<file path="src/rtl/uart_fifo.sv">
// 16-entry first-word-fall-through FIFO for the 16550-style UART.
// Tracks fill count, sticky overrun/underrun and an aggregate line-error flag.
module uart_fifo #(
   parameter int fifo_width     = 8,
   parameter int fifo_depth     = 16,
   parameter int fifo_pointer_w = 4,
   parameter int fifo_counter_w = 5
) (
   input  logic                      clk,
   input  logic                      wb_rst_i,
   input  logic [fifo_width-1:0]     data_in,
   input  logic                      push,
   input  logic                      pop,
   input  logic                      fifo_reset,
   input  logic                      reset_status,
   output logic [fifo_width-1:0]     data_out,
   output logic [fifo_counter_w-1:0] count,
   output logic                      overrun,
   output logic                      underrun,
   output logic                      error_bit
);

   localparam logic [fifo_pointer_w-1:0] ptr_one   = fifo_pointer_w'(1);
   localparam logic [fifo_counter_w-1:0] cnt_one   = fifo_counter_w'(1);
   localparam logic [fifo_counter_w-1:0] cnt_full  = fifo_counter_w'(fifo_depth);

   logic [fifo_width-1:0]     mem_q [fifo_depth];
   logic [fifo_width-1:0]     mem_d [fifo_depth];
   logic [fifo_pointer_w-1:0] top_q, top_d;
   logic [fifo_pointer_w-1:0] bottom_q, bottom_d;
   logic [fifo_counter_w-1:0] count_q, count_d;
   logic                      overrun_q, overrun_d;
   logic                      underrun_q, underrun_d;
   logic                      overrun_set;
   logic                      is_empty;
   logic                      is_full;

   assign is_empty = (count_q == '0);
   assign is_full  = (count_q == cnt_full);

   always_comb begin
      mem_d       = mem_q;
      top_d       = top_q;
      bottom_d    = bottom_q;
      count_d     = count_q;
      overrun_d   = overrun_q;
      underrun_d  = underrun_q;
      overrun_set = 1'b0;

      if (fifo_reset) begin
         for (int i = 0; i < fifo_depth; i++) begin
            mem_d[i] = '0;
         end
         top_d      = '0;
         bottom_d   = '0;
         count_d    = '0;
         overrun_d  = 1'b0;
         underrun_d = 1'b0;
      end else begin
         case ({push, pop})
            2'b10: begin
               if (!is_full) begin
                  mem_d[top_q] = data_in;
                  top_d        = top_q + ptr_one;
                  count_d      = count_q + cnt_one;
               end else begin
                  overrun_set = 1'b1;
                  overrun_d   = 1'b1;
               end
            end
            2'b01: begin
               if (!is_empty) begin
                  bottom_d = bottom_q + ptr_one;
                  count_d  = count_q - cnt_one;
               end else begin
                  underrun_d = 1'b1;
               end
            end
            2'b11: begin
               // At empty the write lands but the pop has nothing to remove.
               mem_d[top_q] = data_in;
               top_d        = top_q + ptr_one;
               if (!is_empty) begin
                  bottom_d = bottom_q + ptr_one;
               end else begin
                  count_d    = cnt_one;
                  underrun_d = 1'b1;
               end
            end
            default: begin
            end
         endcase

         if (reset_status && !overrun_set) begin
            overrun_d = 1'b0;
         end
      end
   end

   always_ff @(posedge clk or posedge wb_rst_i) begin
      if (wb_rst_i) begin
         for (int i = 0; i < fifo_depth; i++) begin
            mem_q[i] <= '0;
         end
         top_q      <= '0;
         bottom_q   <= '0;
         count_q    <= '0;
         overrun_q  <= 1'b0;
         underrun_q <= 1'b0;
      end else begin
         mem_q      <= mem_d;
         top_q      <= top_d;
         bottom_q   <= bottom_d;
         count_q    <= count_d;
         overrun_q  <= overrun_d;
         underrun_q <= underrun_d;
      end
   end

   // Only entries inside the occupied window [bottom, bottom+count) may raise the flag.
   logic [fifo_pointer_w-1:0] offset;
   logic                      error_acc;

   always_comb begin
      error_acc = 1'b0;
      offset    = '0;
      for (int i = 0; i < fifo_depth; i++) begin
         offset = fifo_pointer_w'(i) - bottom_q;
         if (fifo_counter_w'(offset) < count_q) begin
            error_acc = error_acc | (|mem_q[i][2:0]);
         end
      end
   end

   assign data_out  = mem_q[bottom_q];
   assign count     = count_q;
   assign overrun   = overrun_q;
   assign underrun  = underrun_q;
   assign error_bit = error_acc;

endmodule

</file>
<file path="config.mk">
export PLATFORM = sky130hd
export DESIGN_NAME = uart_fifo
export DESIGN_NICKNAME = d
export VERILOG_FILES = /design/src/rtl/uart_fifo.sv
export SDC_FILE = /design/constraint.sdc
export NUM_CORES = 1
export LEC_CHECK = 0
export CAP_MARGIN = 10
export CORE_ASPECT_RATIO = 1.5
export CORE_MARGIN = 3
export CORE_UTILIZATION = 60
export DETAILED_ROUTE_END_ITERATION = 16
export PLACE_DENSITY = 0.77
export SYNTH_ARGS = -nofsm -noshare
export SYNTH_HDL_FRONTEND = slang
export SYNTH_SLANG_ARGS = --single-unit
</file>
<file path="constraint.sdc">
create_clock -name clk -period 5.7 [get_ports clk]
set_clock_uncertainty 0.15 [all_clocks]
set_input_delay 0.855 -clock clk [delete_from_list [all_inputs] [get_ports clk]]
set_output_delay 0.855 -clock clk [all_outputs]
set_load 0.05 [all_outputs]
</file>
# Word level (Yosys, flattened, before mapping)
# Cells that the tools add are included.
[classes] add_sub_neg=20 n_lt_le_gt_ge=19 eq_ne=8 mux=46 bitwise_logic=17 n_reduce_logical=32
[ops] cell="2-to-1 mux 128 bit" count=2
[ops] cell="one-hot mux 128 bit (2 select lines)" count=1
[ops] cell="bitwise mux 128 bit" count=1
[ops] cell="< comparator 4 x 5 -> 1 bit" count=16
[ops] cell="OR reduction 3 bit" count=16
[ops] cell="binary-select mux 8 bit (select 4 bit)" count=1
[ops] cell="demux 8 bit (select 4 bit)" count=1
[ops] cell="subtractor 4 bit (first input constant)" count=8
[ops] cell="2-to-1 mux 1 bit" count=26
[ops] cell="2-to-1 mux 8 bit" count=3
[ops] cell="2-to-1 mux 4 bit" count=5
[ops] cell="2-to-1 mux 5 bit" count=4
[ops] cell="subtractor 3 x 4 -> 4 bit (first input constant)" count=4
[ops] cell="bitwise OR 1 bit" count=15
[ops] cell="one-hot mux 5 bit (3 select lines)" count=1
[ops] cell=">= comparator 5 bit (second input constant)" count=2
[ops] cell="NOT 4 -> 5 bit" count=2
[ops] cell="!= test 3 bit (second input constant)" count=3
[ops] cell="nonzero test 3 bit" count=3
[ops] cell="adder 4 x 1 -> 4 bit (second input constant)" count=2
[ops] cell="one-hot mux 4 bit (2 select lines)" count=1
[ops] cell="AND reduction 2 bit" count=4
[ops] cell="subtractor 1 x 4 -> 4 bit (first input constant)" count=2
[ops] cell="subtractor 2 x 4 -> 4 bit (first input constant)" count=2
[ops] cell="other kinds (14)" count=17
[totals] regBits=143 in_bits=14 out_inout_bits=16 elab_cells=163

# Depth between registers and ports, before layout
# Gate-level depths: netlist of run 1.
[depth] ltp_word=33 mapped_depth=14 mapped_depth_nobuf=12

# Least setup slack after synthesis of run 1
# OpenSTA, ideal clock, no wires.
[synth_path] path_kind="reg-to-output" startpoint="register bottom_q[1]" endpoint="output port error_bit" t_arrival_ps=3079 t_required_ps=4695 slack_ps=1616 stages_incl_launch_ff=15 n_path_buf=2 path_cell_list="dfrtp_1 -> clkbuf_1 -> clkbuf_1 -> inv_1 -> ha_1 -> a21oi_1 -> xnor2_1 -> inv_1 -> ha_1 -> a21oi_1 -> o32ai_1 -> a31oi_1 -> a31o_2 -> nor4_1 -> nand3_1"
[synth_via] elab_chain_len=33 elab_cells_between_ends=63 classes_between="add/sub: 16; order compare: 16; mux: 16; bitwise: 15"
[synth_lines] element="from (decl)" line_no="30" rtl="logic [fifo_pointer_w-1:0] bottom_q, bottom_d;"
[synth_lines] element="from (signal assigned)" line_no="113" rtl="bottom_q <= bottom_d;"
[synth_lines] element="subtractor 1 x 4 -> 4 bit" line_no="128" rtl="offset = fifo_pointer_w'(i) - bottom_q;"
[synth_lines] element="< comparator 4 x 5 -> 1 bit" line_no="129" rtl="if (fifo_counter_w'(offset) < count_q) begin"
[synth_lines] element="2-to-1 mux 1 bit" line_no="129"
[synth_lines] element="bitwise OR 1 bit" line_no="130" rtl="error_acc = error_acc | (|mem_q[i][2:0]);"
[synth_lines] element="2-to-1 mux 1 bit" line_no="129"
[synth_lines] element="bitwise OR 1 bit" line_no="130"
[synth_lines] element="2-to-1 mux 1 bit" line_no="129"
[synth_lines] element="bitwise OR 1 bit" line_no="130"
[synth_lines] element="[17 not listed]"
[synth_lines] element="bitwise OR 1 bit" line_no="130"
[synth_lines] element="2-to-1 mux 1 bit" line_no="129"
[synth_lines] element="bitwise OR 1 bit" line_no="130"
[synth_lines] element="2-to-1 mux 1 bit" line_no="129"
[synth_lines] element="bitwise OR 1 bit" line_no="130"
[synth_lines] element="2-to-1 mux 1 bit" line_no="129"
[synth_lines] element="bitwise OR 1 bit" line_no="130"
[synth_lines] element="2-to-1 mux 1 bit (*)" line_no="129"
[synth_lines] element="to (decl)" line_no="20" rtl="output logic error_bit"
# Mark *: on every way between the ends. The rest lies on a longest branch, timed or not.

# Worst setup path after layout of run 1
# Same ends and word-level chain as after synthesis.

==> flow_metrics.tcl, run 1 <==
set metrics [dict create \
    worstSetupPathType "reg2out" \
    critPathTopFamily "buffers and inverters" \
    place_ws_ns 1.24 \
    max_slew_margin_pct 27.2 \
    cts.sinks 143 \
    io_buffers 29 \
    grt_max_degree 113 \
    postCtsHoldBufs 0 \
    cts_tree "built" \
    start_kind "register" \
    diodes 0 \
    num_rows 52 \
    final_util_pct 68.3 \
    layout.nets 899 \
    worst_slack_ns 0.671 \
    hold_slack_ns 0.370 \
    post_cts_buffers 0 \
    ys_top_cells_by_area "dfrtp_1 43%, mux4_2 11%, a21oi_1 7.2%" \
    outcome "completed" \
    grt_pass1_vias 6964 \
    ys_seq_area_share_pct 43.1 \
    hold_viol_final 0 \
    ys_types 47 \
    netlist_area_mm2 0.00831 \
    synth_top_area_cell "dfrtp_1" \
    path_max_fanout 27 \
    drc 0 \
    async_reset_ff_share_pct 100 \
    cpPeakStageDelay_ns 0.73 \
    mostFrequentLayoutCells "142 x dfrtp_1, 120 x a21oi_1, 118 x nand2_1" \
    area.growth.synth_to_final_pct 11.2 \
    ant_nets 0 \
    die_x_um 102 \
    rr_startpoint "count[4]" \
    worst_pin_slew_ns 1.09 \
    avgSynthCellArea_um2 9.81 \
    layout_commonest_cell "dfrtp_1" \
    cts-root-buf "clkbuf_16" \
    min-delay-start "underrun" \
    startpoint "bottom_q[1]" \
    fillers 1010 \
    synth_edf_count 0 \
    fin_crit_sh_pct 88.2 \
    core_area_mm2 0.0135 \
    min_path_type "reg2reg" \
    clkLatencyLatePin_ns 0.42 \
    dp_hpwl_mm 15.1 \
    slew_viol_final 0 \
    setup_tns_ns 0 \
    cts_buffer_depth 2 \
    end_kind "output pin" \
    drt_iter0_drc 599 \
    vias 6796 \
    routed_via_density 6.70 \
    fmax_mhz 199 \
    synthDominantCellAreaShare_pct 43.1 \
    drv_cap 0 \
    drt_wl_total_mm 22.3 \
    reg2reg_slack_ns 2.57 \
    grt_overflow 0 \
    cp_cell_sequence "buf_4 -> ha_1 -> xor2_1 -> ha_1 -> a21oi_1 -> o32ai_1 -> a31oi_1 -> a31o_2 -> nor4_1 -> nand3_1 -> clkdlybuf4s50_1" \
    seq_area_mm2 0.00358 \
    syn-num-nets 907 \
    clkTransAtPathRegs_ns 0.07 \
    cts_made_buffers 17 \
    p_per_area_mw_per_mm2 322 \
    critPathBufInv 2 \
    rsz0062_at_grt "no" \
    setup_violations 0 \
    synth_ff_type "dfrtp_1" \
    layout-drive-gt1-share_pct 12.1 \
    slowest_stage "clkdlybuf4s50_1" \
    min_period_ns 5.03 \
    start_util_pct 61.4 \
    syn_inst 847 \
    gp_congestion 0.951 \
    wire_per_inst_um 22.0 \
    arrival_ns 4.02 \
    p_leak_nw 4.05 \
    yosysWarnings 0 \
    gr-usage-all-layers_pct 31.0 \
    peakVddDrop_mv 0.187 \
    multi_input_area_mm2 0.00437 \
    synth-seq-cells 143 \
    die_height_um 150 \
    cp.required_ns 4.70 \
    crit_top_cell "ha_1" \
    ctsResizeCount 0 \
    dieArea_mm2 0.0153 \
    grt_pass1_wl_mm 36.5 \
    ioPinCount 30 \
    dr.pass1.iters 5 \
    htreeDepth 4 \
    antenna_found_initial 0 \
]
[Yosys cell counts (6+ instances only)]
cell / instances
buf_2: 6
a21o_1: 7
a21oi_1: 120
nor3_1: 14
nor2_1: 46
inv_1: 30
nand3_1: 101
ha_1: 45
mux2i_1: 32
clkbuf_1: 52
xnor2_1: 10
nand2_1: 118
buf_1: 10
dfrtp_1: 143
o21ai_0: 8
mux4_2: 40
o32ai_1: 7
xor2_1: 7
[through the flow]
step                      instances  total power, W  area, um2
after detailed placement        982         0.00190       8660
after global placement          982         0.00187       8660
after CTS                      1014         0.00298       9240
final                          1014         0.00297       9240
after global routing           1014         0.00310       9240
after floorplan                 847         0.00168       8310
[path summary, 6_finish.rpt]
| kind | to | cells after the start |
|---|---|---|
| setup / recovery | error_bit | 11 |
| hold / removal | underrun | 2 |
| max in group asynchronous | mem_q[113] | 3 |
| setup reg to reg | mem_q[104] | 6 |
| min in group asynchronous | mem_q[10] | 2 |
| hold reg to reg | underrun | 2 |
[state kept, by name (all words and copies together) (netlist names)]
| signal | count |
|---|---|
| mem_q | 128 |
| top_q | 4 |
| count | 5 |
| overrun | 1 |
| bottom_q | 4 |
| underrun | 1 |
[layer usage]
metal	routed length, um	part of all wire [%]	vias up	GRT usage [%]
li1	-	-	2997	-
met2	11300	51	353	51.7
met5	0	0	-	0
met1	8360	37	3362	39.1
met3	1520	6.8	84	4.68
met4	1150	5.1	0	15.7
[cell families after synthesis]
logic type	count (synthesis)	share of synthesized area, %
buffers and inverters	100	4.61
muxes	72	14.7
AOI/OAI and AO/OA	163	11.4
and+or+nand+nor	306	17.4
xor gates and xnor gates	17	1.79
DFF	143	43.1
adders and majority gates	46	7.02
[worst register-to-register path, delay by kind of cell (launching register included)]
kind | cells | cell delay (ns)
simple gates | 3 | 0.98
flops | 1 | 0.66
compound gates | 3 | 1.17
[where the power goes]
group          switching (W)  internal, W  total (W)
sequential         0.0000572      0.00105    0.00111
combinational       0.000495     0.000287   0.000782
clock               0.000492     0.000594    0.00109
[final cells by class]
| cell class | instances | area share, % |
|---|---|---|
| flip-flops and latches | 143 | 38.7 |
| well taps | 162 | 2.19 |
| repair buffers | 41 | 4.09 |
| clock buffers | 18 | 4.75 |
| inverters | 32 | 1.35 |
| multi-input cells | 604 | 47.3 |
| clock inverters | 14 | 1.56 |
Power figures use the tool's default switching activity.
==> run 2, diff against run 1 <==
--- a/config.mk
+++ b/config.mk
@@ -5,7 +5,7 @@
 export SDC_FILE = /design/constraint.sdc
 export NUM_CORES = 1
 export LEC_CHECK = 0
-export CAP_MARGIN = 10
+export CAP_MARGIN = 5
 export CORE_ASPECT_RATIO = 1.5
 export CORE_MARGIN = 3
 export CORE_UTILIZATION = 60
==> results of run 2 <==
No change in the layout: final DEF, timing and power equal those of run 1.
==> run 3, diff against run 2 <==
--- a/config.mk
+++ b/config.mk
@@ -7,7 +7,7 @@
 export LEC_CHECK = 0
 export CAP_MARGIN = 5
 export CORE_ASPECT_RATIO = 1.5
-export CORE_MARGIN = 3
+export CORE_MARGIN = 4
 export CORE_UTILIZATION = 60
 export DETAILED_ROUTE_END_ITERATION = 16
 export PLACE_DENSITY = 0.77
==> run 3 against run 2 <==
Against the previous run:
- wire length increased by 0.14%
- first-iteration DRC count decreased by 1.5%
- final cell count unchanged
- sequential share of layout area decreased by 0.089 points
- via count decreased by 0.21%
- clock power increased by 5%
- hold slack got worse by 0.013 ns
- combinational power decreased by 1%
- setup slack improved by 0.029 ns
- utilization increased by 0.16 points
- sequential cell count unchanged
- maximum frequency increased by 0.57%
- largest power group is now clock
- highest routed layer unchanged
==> flow_metrics.tcl, run 3 (same netlist as run 1, synthesis figures left out) <==
set metrics [dict create \
    dr.pass1.iters 5 \
    drt_wl_total_mm 22.3 \
    post_cts_buffers 0 \
    area.growth.synth_to_final_pct 11.4 \
    multi_input_area_mm2 0.00437 \
    setup_violations 0 \
    dieArea_mm2 0.0158 \
    ant_nets 0 \
    fmax_mhz 200 \
    cts.sinks 143 \
    grt_overflow 0 \
    layout-drive-gt1-share_pct 12.1 \
    end_kind "output pin" \
    drt_iter0_drc 590 \
    start_kind "register" \
    drv_cap 0 \
    clkTransAtPathRegs_ns 0.07 \
    cts_buffer_depth 2 \
    num_rows 52 \
    worstSetupPathType "reg2out" \
    htreeDepth 4 \
    cts-root-buf "clkbuf_16" \
    grt_pass1_vias 7138 \
    max_slew_margin_pct 33.9 \
    arrival_ns 3.99 \
    gr-usage-all-layers_pct 29.1 \
    dp_hpwl_mm 15.0 \
    hold_viol_final 0 \
    gp_congestion 0.920 \
    mostFrequentLayoutCells "142 x dfrtp_1, 120 x a21oi_1, 118 x nand2_1" \
    cts_tree "built" \
    p_per_area_mw_per_mm2 326 \
    worst_pin_slew_ns 0.991 \
    setup_tns_ns 0 \
    cp.required_ns 4.70 \
    cp_cell_sequence "buf_4 -> ha_1 -> xor2_1 -> inv_1 -> ha_1 -> a21o_1 -> nand2_1 -> a2111oi_0 -> nand3_1 -> clkdlybuf4s50_1" \
    top_register "mem_q" \
    layout.nets 899 \
    path_max_fanout 26 \
    p_leak_nw 4.05 \
    drc 0 \
    cpPeakStageDelay_ns 0.74 \
    fin_crit_sh_pct 87.7 \
    seq_area_mm2 0.00358 \
    antenna_found_initial 0 \
    slowest_stage "clkdlybuf4s50_1" \
    wire_per_inst_um 22.0 \
    layout_commonest_cell "dfrtp_1" \
    start_util_pct 61.4 \
    crit_top_cell "ha_1" \
    diodes 0 \
    largest_reg_flops 128 \
    grt_max_degree 107 \
    io_buffers 29 \
    grt_pass1_wl_mm 36.7 \
    ctsResizeCount 0 \
    routed_via_density 6.69 \
    peakVddDrop_mv 0.184 \
    postCtsHoldBufs 0 \
    min_period_ns 5.00 \
    core_area_mm2 0.0135 \
    outcome "completed" \
    final_util_pct 68.4 \
    cts_made_buffers 17 \
    die_x_um 104 \
    die_height_um 152 \
    p_total_w 0.00302 \
    min_path_type "reg2reg" \
    fillers 1023 \
    rsz0062_at_grt "no" \
    ioPinCount 30 \
    clkLatencyLatePin_ns 0.43 \
    slew_viol_final 0 \
    vias 6782 \
]
## run 3: cell types whose count changed in the layout (fill, tap and decap cells not counted), sizes merged
| cell | before | now |
|---|---|---|
| bufinv | 0 | 2 |
| clkinvlp | 0 | 2 |
| inv | 39 | 37 |
| clkbuf | 18 | 17 |
| clkinv | 7 | 6 |
## run 3: path summary, 6_finish.rpt
check	cells after the start	end	slack, ns	from
worst max register to register	6	mem_q[111]	2.68	count[4]
min in group asynchronous	2	mem_q[24]	0.84	wb_rst_i
max in group asynchronous	3	top_q[3]	3.40	wb_rst_i
worst max-delay path	10	error_bit	0.70	bottom_q[1]
worst min-delay path	2	underrun	0.36	underrun
worst min register to register	2	underrun	0.36	underrun
## run 3: metal layers
| metal | part of all wire (%) | wire length (um) | GRT usage (%) |
|---|---|---|---|
| met4 | 3.9 | 882 | 15.6 |
| met3 | 6.8 | 1510 | 5.09 |
| met2 | 52 | 11600 | 49.9 |
| met1 | 37 | 8320 | 34.9 |
| met5 | 0 | 0 | 0 |
## run 3: critical path: cells and delay by family (launching register included)
| kind | cells | cell delay, ns |
|---|---|---|
| AND/OR/NAND/NOR | 2 | 0.24 |
| buffers and inverters | 3 | 1.27 |
| XOR/XNOR | 1 | 0.20 |
| flip-flops | 1 | 0.67 |
| AO/OA/AOI/OAI | 2 | 0.65 |
| adder cells (fa/ha/maj) | 2 | 0.53 |
## run 3: through the flow
stage                     std cells  hold slack, ns  worst slack, ns  instance area [um2]
after global routing           1014           0.382            0.485                 9260
after floorplan                 847           0.334            0.857                 8310
final                          1014           0.358            0.700                 9260
after CTS                      1014           0.358            0.735                 9260
after detailed placement        982           0.346             1.18                 8660
after global placement          982           0.335             1.26                 8660
## run 3: where the power goes
group / internal [W] / total, W / switching (W)
registers: 0.00105 / 0.00111 / 0.0000616
logic: 0.000285 / 0.000771 / 0.000485
clock network: 0.000660 / 0.00114 / 0.000480
total: 0.00199 / 0.00302 / 0.00103
## run 3: area by class of cell
class                   instances  share of cell area, %
multi-input cells             604                   47.2
flip-flops and latches        143                   38.7
clock buffers                  17                   4.59
repair buffers                 41                   4.08
well taps                     162                   2.19
clock inverters                15                   1.93
inverters                      32                   1.35
